--- src/rtl/sample_buffer_reader.sv ---
// ---------------------------------------------------------------------------
// sample_buffer_reader
//   Read side of the acquisition sample buffer. Waits for the sampler to flag
//   a complete capture, latches the sample count, reads the buffer RAM through
//   its synchronous read port and streams one framed packet (header word, then
//   the samples in address order) on a valid/ready interface. When the last
//   word has been taken it pulses buffer_release so the sampler can refill.
//
// Ports
//   sys_clk         in   system clock, rising edge
//   reset_n         in   asynchronous active-low reset (deasserted internally
//                        through a two-flop synchronizer)
//   buffer_ready    in   sampler level: buffer holds a complete capture
//   sample_count    in   number of valid samples, latched at frame start
//   rd_addr         out  buffer RAM read address
//   rd_en           out  buffer RAM read enable
//   rd_data         in   RAM read data, valid the cycle after rd_en
//   out_data        out  stream word ({2'b10,count} header / {2'b00,sample})
//   out_valid       out  out_data valid
//   out_ready       in   downstream accept
//   out_last        out  final word of the frame
//   buffer_release  out  one-cycle pulse after the final word is accepted
//   busy            out  high from frame start through the release cycle
//
// OUT_W must be at least DATA_W+2 and ADDR_W+2.
//
// state   | meaning
// --------+-----------------------------------------------------------------
// IDLE    | waiting for buffer_ready while armed
// HEADER  | first read in flight, then header word presented
// STREAM  | sample words presented, RAM reads throttled by free buffer slots
// RELEASE | buffer_release pulse, busy still high
// ---------------------------------------------------------------------------
module sample_buffer_reader #(
    parameter int DATA_W = 14,
    parameter int ADDR_W = 10,
    parameter int OUT_W  = 16
) (
    input  logic              sys_clk,
    input  logic              reset_n,
    input  logic              buffer_ready,
    input  logic [ADDR_W-1:0] sample_count,
    output logic [ADDR_W-1:0] rd_addr,
    output logic              rd_en,
    input  logic [DATA_W-1:0] rd_data,
    output logic [OUT_W-1:0]  out_data,
    output logic              out_valid,
    input  logic              out_ready,
    output logic              out_last,
    output logic              buffer_release,
    output logic              busy
);

    typedef enum logic [1:0] {IDLE, HEADER, STREAM, RELEASE} state_t;

    // Reset asserts immediately, releases on a clock edge.
    logic [1:0] rst_sync;
    logic       rst_int_n;

    always_ff @(posedge sys_clk or negedge reset_n) begin
        if (!reset_n) rst_sync <= 2'b00;
        else          rst_sync <= {rst_sync[0], 1'b1};
    end

    assign rst_int_n = rst_sync[1];

    state_t            state;
    logic [ADDR_W-1:0] cnt;
    logic [ADDR_W-1:0] issue_cnt;   // next RAM address to read
    logic [ADDR_W-1:0] load_cnt;    // index of next sample to present
    logic              armed;
    logic              data_vld;    // rd_data carries a sample this cycle

    // Two-entry buffer catching RAM data the output register cannot take yet.
    logic [DATA_W-1:0] fifo_mem [2];
    logic              fifo_wr;
    logic              fifo_rd;
    logic [1:0]        fifo_cnt;

    logic              accept;
    logic              fifo_empty;
    logic              avail;
    logic              load_sample;
    logic              push;
    logic              pop;
    logic              issue;
    logic [1:0]        fifo_cnt_next;
    logic [1:0]        occupancy;
    logic [DATA_W-1:0] src_sample;
    logic [OUT_W-1:0]  header_word;
    logic [OUT_W-1:0]  sample_word;

    always_comb begin
        accept      = out_valid && out_ready;
        fifo_empty  = (fifo_cnt == 2'd0);
        avail       = !fifo_empty || data_vld;
        // Oldest sample first; an empty buffer passes RAM data straight through.
        src_sample  = fifo_empty ? rd_data : fifo_mem[fifo_rd];

        load_sample = 1'b0;
        if (state == HEADER)
            load_sample = accept && (cnt != '0) && avail;
        else if (state == STREAM)
            load_sample = (!out_valid || (accept && !out_last)) && avail;

        push          = data_vld && !(load_sample && fifo_empty);
        pop           = load_sample && !fifo_empty;
        fifo_cnt_next = fifo_cnt + {1'b0, push} - {1'b0, pop};

        // A read issued now lands two cycles later; the read already in flight
        // lands next cycle. Both must find a free slot even if the output
        // stalls throughout, so reserve room for them before issuing.
        occupancy = fifo_cnt_next + {1'b0, rd_en};
        issue     = ((state == HEADER) || (state == STREAM))
                    && (issue_cnt != cnt) && (occupancy < 2'd2);

        header_word                  = '0;
        header_word[ADDR_W-1:0]      = cnt;
        header_word[OUT_W-1 -: 2]    = 2'b10;
        sample_word                  = '0;
        sample_word[DATA_W-1:0]      = src_sample;
    end

    always_ff @(posedge sys_clk) begin
        if (push) fifo_mem[fifo_wr] <= rd_data;
    end

    always_ff @(posedge sys_clk or negedge rst_int_n) begin
        if (!rst_int_n) begin
            state          <= IDLE;
            cnt            <= '0;
            issue_cnt      <= '0;
            load_cnt       <= '0;
            armed          <= 1'b1;
            data_vld       <= 1'b0;
            fifo_wr        <= 1'b0;
            fifo_rd        <= 1'b0;
            fifo_cnt       <= 2'd0;
            rd_addr        <= '0;
            rd_en          <= 1'b0;
            out_data       <= '0;
            out_valid      <= 1'b0;
            out_last       <= 1'b0;
            buffer_release <= 1'b0;
            busy           <= 1'b0;
        end else begin
            // Only a low buffer_ready re-arms start detection.
            armed    <= armed | !buffer_ready;
            data_vld <= rd_en;
            rd_en    <= issue;
            if (issue) begin
                rd_addr   <= issue_cnt;
                issue_cnt <= issue_cnt + 1'b1;
            end
            if (push) fifo_wr <= !fifo_wr;
            if (pop)  fifo_rd <= !fifo_rd;
            fifo_cnt <= fifo_cnt_next;

            if (load_sample) begin
                out_data  <= sample_word;
                out_last  <= (load_cnt == cnt - 1'b1);
                out_valid <= 1'b1;
                load_cnt  <= load_cnt + 1'b1;
            end

            case (state)
                IDLE: begin
                    if (buffer_ready && armed) begin
                        state     <= HEADER;
                        cnt       <= sample_count;
                        armed     <= 1'b0;
                        busy      <= 1'b1;
                        load_cnt  <= '0;
                        // Sample 0 is fetched right away so it is ready
                        // by the time the header is accepted.
                        rd_en     <= (sample_count != '0);
                        rd_addr   <= '0;
                        issue_cnt <= {{(ADDR_W-1){1'b0}}, (sample_count != '0)};
                    end
                end
                HEADER: begin
                    if (!out_valid) begin
                        out_data  <= header_word;
                        out_last  <= (cnt == '0);
                        out_valid <= 1'b1;
                    end else if (accept) begin
                        if (cnt == '0) begin
                            state          <= RELEASE;
                            buffer_release <= 1'b1;
                            out_valid      <= 1'b0;
                            out_data       <= '0;
                            out_last       <= 1'b0;
                        end else begin
                            state <= STREAM;
                            if (!load_sample) begin
                                out_valid <= 1'b0;
                                out_data  <= '0;
                                out_last  <= 1'b0;
                            end
                        end
                    end
                end
                STREAM: begin
                    if (accept && out_last) begin
                        state          <= RELEASE;
                        buffer_release <= 1'b1;
                        out_valid      <= 1'b0;
                        out_data       <= '0;
                        out_last       <= 1'b0;
                    end else if (accept && !load_sample) begin
                        out_valid <= 1'b0;
                        out_data  <= '0;
                        out_last  <= 1'b0;
                    end
                end
                RELEASE: begin
                    buffer_release <= 1'b0;
                    busy           <= 1'b0;
                    state          <= IDLE;
                end
                default: state <= IDLE;
            endcase
        end
    end

endmodule
--- config.mk ---
export PLATFORM = sky130hd
export DESIGN_NAME = sample_buffer_reader
export DESIGN_NICKNAME = d
export VERILOG_FILES = /design/src/rtl/sample_buffer_reader.sv
export SDC_FILE = /design/constraint.sdc
export NUM_CORES = 1
export LEC_CHECK = 0
export BUFFER_PORTS_ARGS = -buffer_cell sky130_fd_sc_hd__buf_2
export CAP_MARGIN = 20
export CORE_MARGIN = 1.5
export CORE_UTILIZATION = 35
export CTS_BUF_LIST = sky130_fd_sc_hd__clkbuf_8
export DETAILED_ROUTE_END_ITERATION = 6
export GPL_TIMING_DRIVEN = 0
export PLACE_DENSITY = 0.64
export SLEW_MARGIN = 15
export SYNTH_ARGS = -nofsm -noshare
export SYNTH_HDL_FRONTEND = slang
export SYNTH_SLANG_ARGS = --single-unit
--- constraint.sdc ---
create_clock -name sys_clk -period 4.46 [get_ports sys_clk]
set_input_delay 0.892 -clock sys_clk [delete_from_list [all_inputs] [get_ports sys_clk]]
set_output_delay 0.892 -clock sys_clk [all_outputs]
set_load 0.005 [all_outputs]
==> flow_summary.yaml, run 1 <==
placed_design:
  io_buffer_count: 58
  dp.cells: 765
  gp_congestion: 0.851
  dp_hpwl_um: 9210
  dpl_cell_area_sq_mm: 0.00570
  dp_slack_ns: 0.0165
global_route:
  antenna_found_initial: 0
  grt_pass1_vias: 4191
  grt_max_degree: 47
  grt_pass1_wl_um: 21200
  track_usage: 0.167
  grt.overflow.total: 0
final_layout:
  area_growth_pct: 14.8
  drive_above_1_share: 0.174
  final_area_sq_mm: 0.00591
  n_fill_cell: 1433
  stdcell_count: 781
  nets: 629
  n_antenna_cell: 0
synthesis:
  ys_seq_elements: 99
  syn_area_per_cell_sq_um: 9.86
  synthDominantCellAreaShare: 0.340
  synth-edff-count: 28
  synth.distinct_cells: 62
  synthCells: 522
  yosysSeqAreaShare: 0.509
  synth_top_area_cell: "dfrtp_1"
  synth_ff_type: "dfrtp_1"
  synth.most_common_cell: "nand2_1"
  synth-warning-count: 0
  netlist_area_sq_mm: 0.00515
  netlist_top_cells_area: "dfrtp_1 34%, edfxtp_1 16%, nand2_1 6.2%, mux2i_1 3.1%, nor2_1 3.0%"
  syn-num-nets: 559
  ys_async_sr_fraction: 0.717
  synth.top_cells.by_count: "85 x nand2_1, 70 x dfrtp_1, 41 x nor2_1"
route:
  route.detailed.drc: 0
  antenna_left: 0
  wirelength_um: 12600
  route.detailed.wl_per_inst_um: 16.1
  vias: 4170
  drt-initial-drc-count: 279
  vias_per_cell: 5.34
  drt_first_pass_iters: 5
clock_tree:
  post_cts_buffers: 0
  clock_sinks: 99
  postCtsHoldBufs: 0
  htree_levels: 3
  clockBufferDepth: 2
  cts.clk_slew.worst_paths_ns: 0.09
  clock_latency_ns: 0.37
  cts_buffers: 9
  root_buffer: "clkbuf_8"
  cts_tree: "yes"
power:
  p_leak_nw: 2.60
  power_mw: 4.46
  p_switching_mw: 2.05
  seqPwrFrac: 0.320
  power.density_mw_per_mm2: 755
  p_clk_frac: 0.128
  p_int_mw: 2.41
  ir_worst_vdd_v: 0.000486
  swShare: 0.460
  combinationalPowerShare: 0.552
worst_setup_path:
  crit_type: "reg -> reg"
  critPathLaunchType: "register"
  worstSetupEndpointType: "register"
  required_ns: 4.74
  worstPathArrival_ns: 4.44
  rr_worst_depth: 17
  cp_max_fo: 10
die:
  core-area_sq_mm: 0.0144
  die_w_um: 124
  dieArea_sq_mm: 0.0154
  io_pins: 59
  fp-row-count: 44
  fp.dieH_um: 124
  initial_core_util: 0.357
sta:
  postLayoutSetupSlackWorst_ns: 0.295
  fin_crit_ns: 4.16
  skew_ns: 0.0160
  final_max_slew_viol_count: 0
  slew_headroom: 0.436
  setup_tns_ns: 0
  setup_violations: 0
  hold_violations: 0
  rsz0062_at_grt: "false"
  period_share: 0.934
  fmaxAchievable_ghz: 0.240
  worstMarginPinSlew_ns: 0.845
hold_path:
  hold_class: "reg -> async"
job:
  maxCapViolCount: 0
run_status:
  run_status: "completed"
==> flip-flops by register name (all words and copies together), names as in the netlist <==
register / cells
rst_sync: 2
state: 2
fifo_rd: 1
fifo_mem: 28
fifo_cnt: 2
out_last: 1
rd_addr: 10
load_cnt: 10
issue_cnt: 10
armed: 1
cnt: 10
fifo_wr: 1
busy: 1
buffer_release: 1
data_vld: 1
out_data: 16
rd_en: 1
out_valid: 1
==> cell families (layout without fill, tap and decap cells) <==
family,count (synthesis),after routing,synth area share
AO/OA/AOI/OAI,101,101,0.137
XOR/XNOR,34,34,0.0605
other,1,1,0.000729
flip-flops,99,99,0.509
adder cells (fa/ha/maj),9,9,0.0219
AND/OR/NAND/NOR,210,210,0.197
multiplexers,16,16,0.0311
buffers and inverters,52,127,0.0438
==> per-layer routing <==
layer	share of wire	global-route usage	routed length [um]
met1	0.48	0.232	5990
met2	0.47	0.270	5860
met3	0.049	0.0318	615
met4	0.0087	0.0399	110
met5	0	0	0
==> repair_timing <==
item	in CTS	in global routing
endpoints found under the hold margin	0	0
setup endpoints to repair	0	1
gates resized for setup	0	2
==> worst max-delay path, stage by stage (launching register included) <==
cell,delay [ns]
dfrtp_1,0.42
inv_1,0.11
ha_1,0.36
nor4b_1,0.28
a41o_1,0.21
buf_2,0.24
or2_1,0.17
buf_2,0.22
nor2_1,0.11
ha_1,0.31
inv_1,0.05
ha_1,0.13
xnor3_1,0.24
xor2_1,0.23
a311oi_4,0.48
buf_2,0.28
nor2_1,0.05
nor2_1,0.16
==> final timing paths <==
path                       slack [ns]         from           to
max                              0.30     state[1]        rd_en
min                              0.24  rst_sync[1]  load_cnt[6]
max reg2reg                      0.30     state[1]        rd_en
min reg2reg                      0.24  rst_sync[1]  load_cnt[6]
max in group asynchronous        3.60  rst_sync[1]        armed
min in group sys_clk             0.36  rst_sync[0]  rst_sync[1]
==> power by group through the flow <==
stage / Clock (mW) / Combinational (mW) / Sequential, mW
floorplan: 0 / 1.80 / 1.40
global placement: 0 / 2.35 / 1.44
detailed placement: 0 / 2.44 / 1.45
CTS: 0.588 / 2.45 / 1.43
global route: 0.627 / 2.74 / 1.46
finish: 0.569 / 2.47 / 1.43
==> final cells by class <==
type	count	area (sq um)	share of cell area
Sequential cell	99	2620	0.444
Multi-Input combinational cell	371	2320	0.392
Timing Repair Buffer	59	318	0.0538
Tap cell	184	230	0.0390
Buffer	38	173	0.0292
Clock buffer	9	124	0.0210
Clock inverter	7	71.3	0.0121
Inverter	14	52.6	0.00889
==> metrics by stage <==
stage	hold slack, ns	utilization
6_report	0.243	0.410
2_1_floorplan	0.331	-
3_5_place_dp	0.252	0.395
4_1_cts	0.258	0.409
5_1_grt	0.267	0.410
3_3_place_gp	0.337	0.393
==> placed cells by master, fill, tap and decap left out, types with 5 or more instances in the layout <==
cell / Yosys / routed
nand2_1: 85 / 85
buf_2: 14 / 72
dfrtp_1: 70 / 69
nor2_1: 41 / 39
edfxtp_1: 28 / 28
o21ai_0: 26 / 26
clkbuf_1: 20 / 20
nor4_1: 18 / 18
xnor2_1: 17 / 17
mux2i_1: 16 / 16
a21oi_1: 16 / 16
xor2_1: 16 / 16
nand3_1: 16 / 16
inv_1: 13 / 14
a211oi_1: 14 / 14
nor2b_1: 9 / 9
ha_1: 9 / 9
clkbuf_8: 0 / 9
nor3_1: 7 / 7
a31oi_1: 6 / 6
o32ai_1: 6 / 6
nand4_1: 6 / 6
a41o_1: 5 / 5
nand2b_1: 5 / 5
(Power assumes the default switching activity.)
==> inputs of run 2 (changes only) <==
- BUFFER_PORTS_ARGS: -buffer_cell sky130_fd_sc_hd__buf_2 -> default
- CORE_MARGIN: 1.5 -> default
- DONT_BUFFER_PORTS: default -> 1
- PLACE_DENSITY: 0.64 -> 0.61
==> run 2 against run 1 <==
  * Clock skew shrank 0.0032 ns
  * Critical path depth stayed put
  * Cell area fell by 5.1%
  * Non-clock buffer count is 55 lower
  * Power shrank 1.1%
  * Via count shrank 3.8%
  * Final cell count is 7.6% lower
  * Critical path type unchanged
  * Critical endpoint unchanged
  * Global-route usage up 1.0 points
  * Largest cell class unchanged
  * Sequential cell count is the same
  * Utilization shrank 1.2 points
==> flow_summary.yaml, run 2 (same netlist as run 1, synthesis figures left out) <==
job:
  maxCapViolCount: 0
final_layout:
  regMostFlops: "fifo_mem"
  final_cell_mix: "85 x nand2_1, 69 x dfrtp_1, 41 x nor2_1, 28 x edfxtp_1, 26 x o21ai_0"
  largest_reg_flops: 28
  n_fill_cell: 1390
  area_growth_pct: 8.97
  n_antenna_cell: 0
  largestRegisters: "fifo_mem (28), out_data (16)"
  nets: 574
  final_common_cell: "nand2_1"
  drive_above_1_share: 0.0904
clock_tree:
  clock_sinks: 99
  cts_buffers: 9
  root_buffer: "clkbuf_8"
  clockBufferDepth: 2
  htree_levels: 3
  cts_tree: "yes"
  clock_latency_ns: 0.39
  postCtsHoldBufs: 0
  cts.clk_slew.worst_paths_ns: 0.10
die:
  fp.dieH_um: 123
  die_w_um: 123
  io_pins: 59
  fp-row-count: 43
  dieArea_sq_mm: 0.0152
  initial_core_util: 0.365
  core-area_sq_mm: 0.0141
global_route:
  grt_max_degree: 40
  grt.overflow.total: 0
  antenna_found_initial: 0
  grt_pass1_wl_um: 20600
  track_usage: 0.177
  grt_pass1_vias: 3965
placed_design:
  gp_congestion: 0.827
  io_buffer_count: 0
  dp_hpwl_um: 9130
sta:
  worstMarginPinSlew_ns: 0.607
  fmaxAchievable_ghz: 0.245
  slew_headroom: 0.591
  skew_ns: 0.0129
  period_share: 0.914
  fin_crit_ns: 4.08
  final_max_slew_viol_count: 0
  rsz0062_at_grt: "false"
  setup_violations: 0
  hold_violations: 0
  setup_tns_ns: 0
worst_setup_path:
  r2r_start: "cnt[0]"
  critPathLaunchType: "register"
  crit_start: "cnt[0]"
  cp_max_fo: 10
  rr_worst_depth: 17
  worstPathArrival_ns: 4.38
  crit_type: "reg -> reg"
  required_ns: 4.76
  regToRegEndpoint: "rd_en"
  worstSetupEndpointType: "register"
  r2r_slack_ns: 0.38
  crit_end: "rd_en"
power:
  p_leak_nw: 2.34
  power.density_mw_per_mm2: 787
  ir_worst_vdd_v: 0.000498
  power_mw: 4.41
hold_path:
  hold_class: "in -> async"
route:
  route.detailed.drc: 0
  wirelength_um: 12600
  route.detailed.wl_per_inst_um: 17.5
  vias: 4012
  antenna_left: 0
  drt-initial-drc-count: 252
  vias_per_cell: 5.56
  drt_first_pass_iters: 5
run_status:
  run_status: "completed"
## run 2: cell count changes in the layout (fill, tap and decap cells not counted), sizes merged
cell,change
inv,+2
buf,-55
bufinv,-1
clkinv,-1
## run 2: layer usage
metal / track usage / vias to the layer above / share of wire
met5: 0 / - / 0
met3: 0.0632 / 18 / 0.095
met4: 0.0520 / 0 / 0.015
met2: 0.273 / 155 / 0.44
met1: 0.233 / 1949 / 0.44
li1: - / 1890 / -
## run 2: through the flow
step / std cells / hold WS (ns) / cell area, sq um / worst slack, ns / utilization
after detailed placement: 705 / 0.286 / 5410 / 0.222 / 0.384
after floorplan: 522 / 0.331 / 5150 / 0.783 / -
after global placement: 702 / 0.339 / 5370 / 0.204 / 0.381
final: 722 / 0.191 / 5610 / 0.383 / 0.398
after CTS: 721 / 0.174 / 5600 / 0.254 / 0.397
after global routing: 722 / 0.165 / 5610 / 0.0535 / 0.398
## run 2: power breakdown
group          total (mW)  switching (mW)  internal (mW)
clock network       0.561           0.348          0.213
registers            1.46           0.230           1.23
logic                2.39            1.51          0.886
total                4.41            2.09           2.33
## run 2: area by class of cell
class	instances	area [sq um]	share of cell area
Tap cell	180	225	0.0402
Sequential cell	99	2620	0.468
Multi-Input combinational cell	371	2310	0.412
Timing Repair Buffer	4	42.5	0.00758
Buffer	38	173	0.0308
Inverter	14	52.6	0.00937
Clock buffer	9	124	0.0221
Clock inverter	7	60.1	0.0107
## run 2: worst min-delay path by stage
stage	endpoint	slack, ns
after floorplan	rst_sync[1]	0.33
after global placement	rst_sync[1]	0.34
after detailed placement	cnt[2]	0.29
after CTS	rst_sync[1]	0.17
after global routing	rst_sync[1]	0.16
final	rst_sync[1]	0.19
## run 2: what timing repair did
item,4_1_cts,5_1_grt
gates resized for setup,0,2
setup buffers,0,1
setup endpoints to repair,0,13
## run 2: worst max-delay path, stage by stage (launching register included)
cell      delay [ns]
dfrtp_1         0.33
clkbuf_1        0.34
inv_1           0.14
ha_1            0.30
a41o_1          0.24
buf_2           0.18
or2_1           0.24
buf_2           0.18
nor2_1          0.20
ha_1            0.26
inv_1           0.05
ha_1            0.14
xnor3_1         0.24
xor2_1          0.24
a311oi_4        0.39
buf_2           0.27
nor2_1          0.05
nor2_1          0.17
==> inputs of run 3 (changes only) <==
- SETUP_SLACK_MARGIN: default -> 0.5
==> run 3 against run 2 <==
  * First-iteration DRC count rose by 7.5%
  * Cell area up 2.3%
  * Combinational power grew 10%
  * Sequential power about the same
  * Critical path type unchanged
  * Sequential cell count stayed put
  * Worst setup slack improved by 0.33 ns
  * Largest cell class unchanged
  * Utilization is 0.91 points higher
  * Power grew 5.5%
  * Die area unchanged
  * Routed wire length up 0.85%
  * Clock-buffer cell count unchanged
==> flow_summary.yaml, run 3 (same netlist as run 1, synthesis figures left out) <==
run_status:
  run_status: "completed"
sta:
  slew_headroom: 0.506
  final_max_slew_viol_count: 0
  setup_tns_ns: 0
  period_share: 0.841
  setup_violations: 0
  hold_violations: 0
  worstMarginPinSlew_ns: 0.734
  rsz0062_at_grt: "false"
  fin_crit_ns: 3.75
  fmaxAchievable_ghz: 0.267
  skew_ns: 0.0130
clock_tree:
  cts_tree: "yes"
  clockBufferDepth: 2
  clock_latency_ns: 0.38
  cts.clk_slew.worst_paths_ns: 0.10
  htree_levels: 3
  cts_buffers: 9
  clock_sinks: 99
  root_buffer: "clkbuf_8"
worst_setup_path:
  cp_max_fo: 10
  cp_cell_sequence: "ha_4 > a21boi_2 > a41o_1 > clkbuf_4 > or2_1 > buf_4 > nor2_2 > ha_1 > inv_1 > ha_1 > xnor3_2 > xor2_2 > a311oi_4 > buf_4 > buf_4 > a21oi_1 > a31o_2"
  crit_start: "state[0]"
  rr_worst_depth: 17
  max_stage_delay_ns: 0.47
  crit_type: "reg -> reg"
  critPathSlowestCell: "dfrtp_2"
  worstSetupEndpointType: "register"
  r2r_slack_ns: 0.71
  regToRegEndpoint: "issue_cnt[2]"
  worst_path_most_repeated_cell: "buf_4"
  critPathLaunchType: "register"
  crit_end: "issue_cnt[2]"
  required_ns: 4.74
  worstPathArrival_ns: 4.03
  r2r_start: "state[0]"
final_layout:
  largestRegisters: "fifo_mem (28), out_data (16)"
  n_antenna_cell: 0
  regMostFlops: "fifo_mem"
  nets: 580
  largest_reg_flops: 28
  area_growth_pct: 11.5
  final_cell_mix: "85 x nand2_1, 67 x dfrtp_1, 40 x nor2_1, 28 x edfxtp_1, 26 x o21ai_0"
  drive_above_1_share: 0.122
  final_common_cell: "nand2_1"
power:
  ir_worst_vdd_v: 0.000541
  power_mw: 4.66
  power.density_mw_per_mm2: 812
  p_leak_nw: 2.38
die:
  die_w_um: 123
  io_pins: 59
  initial_core_util: 0.365
  core-area_sq_mm: 0.0141
  fp.dieH_um: 123
  fp-row-count: 43
  dieArea_sq_mm: 0.0152
global_route:
  grt.overflow.total: 0
  grt_max_degree: 40
  antenna_found_initial: 0
  track_usage: 0.178
  grt_pass1_vias: 3980
  grt_pass1_wl_um: 20700
job:
  maxCapViolCount: 0
placed_design:
  gp_congestion: 0.827
  io_buffer_count: 0
  dp_hpwl_um: 9130
route:
  antenna_left: 0
  vias_per_cell: 5.52
  route.detailed.wl_per_inst_um: 17.5
  drt_first_pass_iters: 5
  wirelength_um: 12700
  vias: 4022
  route.detailed.drc: 0
  drt-initial-drc-count: 271
hold_path:
  hold_class: "in -> async"
==> run 3: final cells by class <==
class                      count  area, sq um
clock inverter                 7         60.1
timing repair buffer          10         87.6
multi-input combinational    371         2370
fill                        1374         8360
buffer                        38          194
inverter                      14         52.6
clock buffer                   9          124
sequential                    99         2630
tap                          180          225
==> run 3: worst max-delay path, delay by kind of cell (launching register included) <==
kind                       cells  cell delay, ns
DFF                            1            0.47
adders and majority gates      3            0.60
and+or+nand+nor                2            0.40
xor gates and xnor gates       2            0.51
buffers and inverters          5            0.74
AOI/OAI and AO/OA              5            0.94
==> run 3: how the worst min path moves through the flow <==
| stage | cells after the start | from | slack (ns) | to |
|---|---|---|---|---|
| after floorplan | 0 | rst_sync[0] | 0.33 | rst_sync[1] |
| after global routing | 0 | reset_n | 0.16 | rst_sync[1] |
| after CTS | 0 | reset_n | 0.17 | rst_sync[1] |
| after detailed placement | 0 | rst_sync[1] | 0.29 | cnt[2] |
| final | 0 | reset_n | 0.19 | rst_sync[1] |
| after global placement | 0 | rst_sync[0] | 0.34 | rst_sync[1] |
==> run 3: per-stage QoR <==
| stage | instance area (sq um) | util | instances | hold WS, ns | setup WS [ns] |
|---|---|---|---|---|---|
| detailed placement | 5410 | 0.384 | 705 | 0.286 | 0.222 |
| global route | 5740 | 0.407 | 728 | 0.165 | 0.533 |
| CTS | 5630 | 0.399 | 723 | 0.174 | 0.504 |
| floorplan | 5150 | - | 522 | 0.331 | 0.783 |
| finish | 5740 | 0.407 | 728 | 0.191 | 0.709 |
| global placement | 5370 | 0.381 | 702 | 0.339 | 0.204 |
==> run 3: timing repair <==
item                       CTS  global route
cloned                       0             0
gates resized for setup      4            23
hold buffers                 0             0
hold endpoints to repair     0             0
setup endpoints to repair   21            21
buffers inserted             2             5
pin swaps                    1             2
==> run 3: routing by layer <==
metal | vias to the layer above | wire length, um | track usage
li1 | 1901 | - | -
met1 | 1948 | 5610 | 0.236
met2 | 156 | 5750 | 0.276
met3 | 17 | 1210 | 0.0613
met4 | 0 | 176 | 0.0489
met5 | - | 0 | 0
==> run 3: power breakdown <==
| part | switching (mW) | internal [mW] |
|---|---|---|
| Combinational | 1.57 | 1.06 |
| Clock | 0.343 | 0.212 |
| Sequential | 0.238 | 1.23 |
| Total | 2.15 | 2.51 |
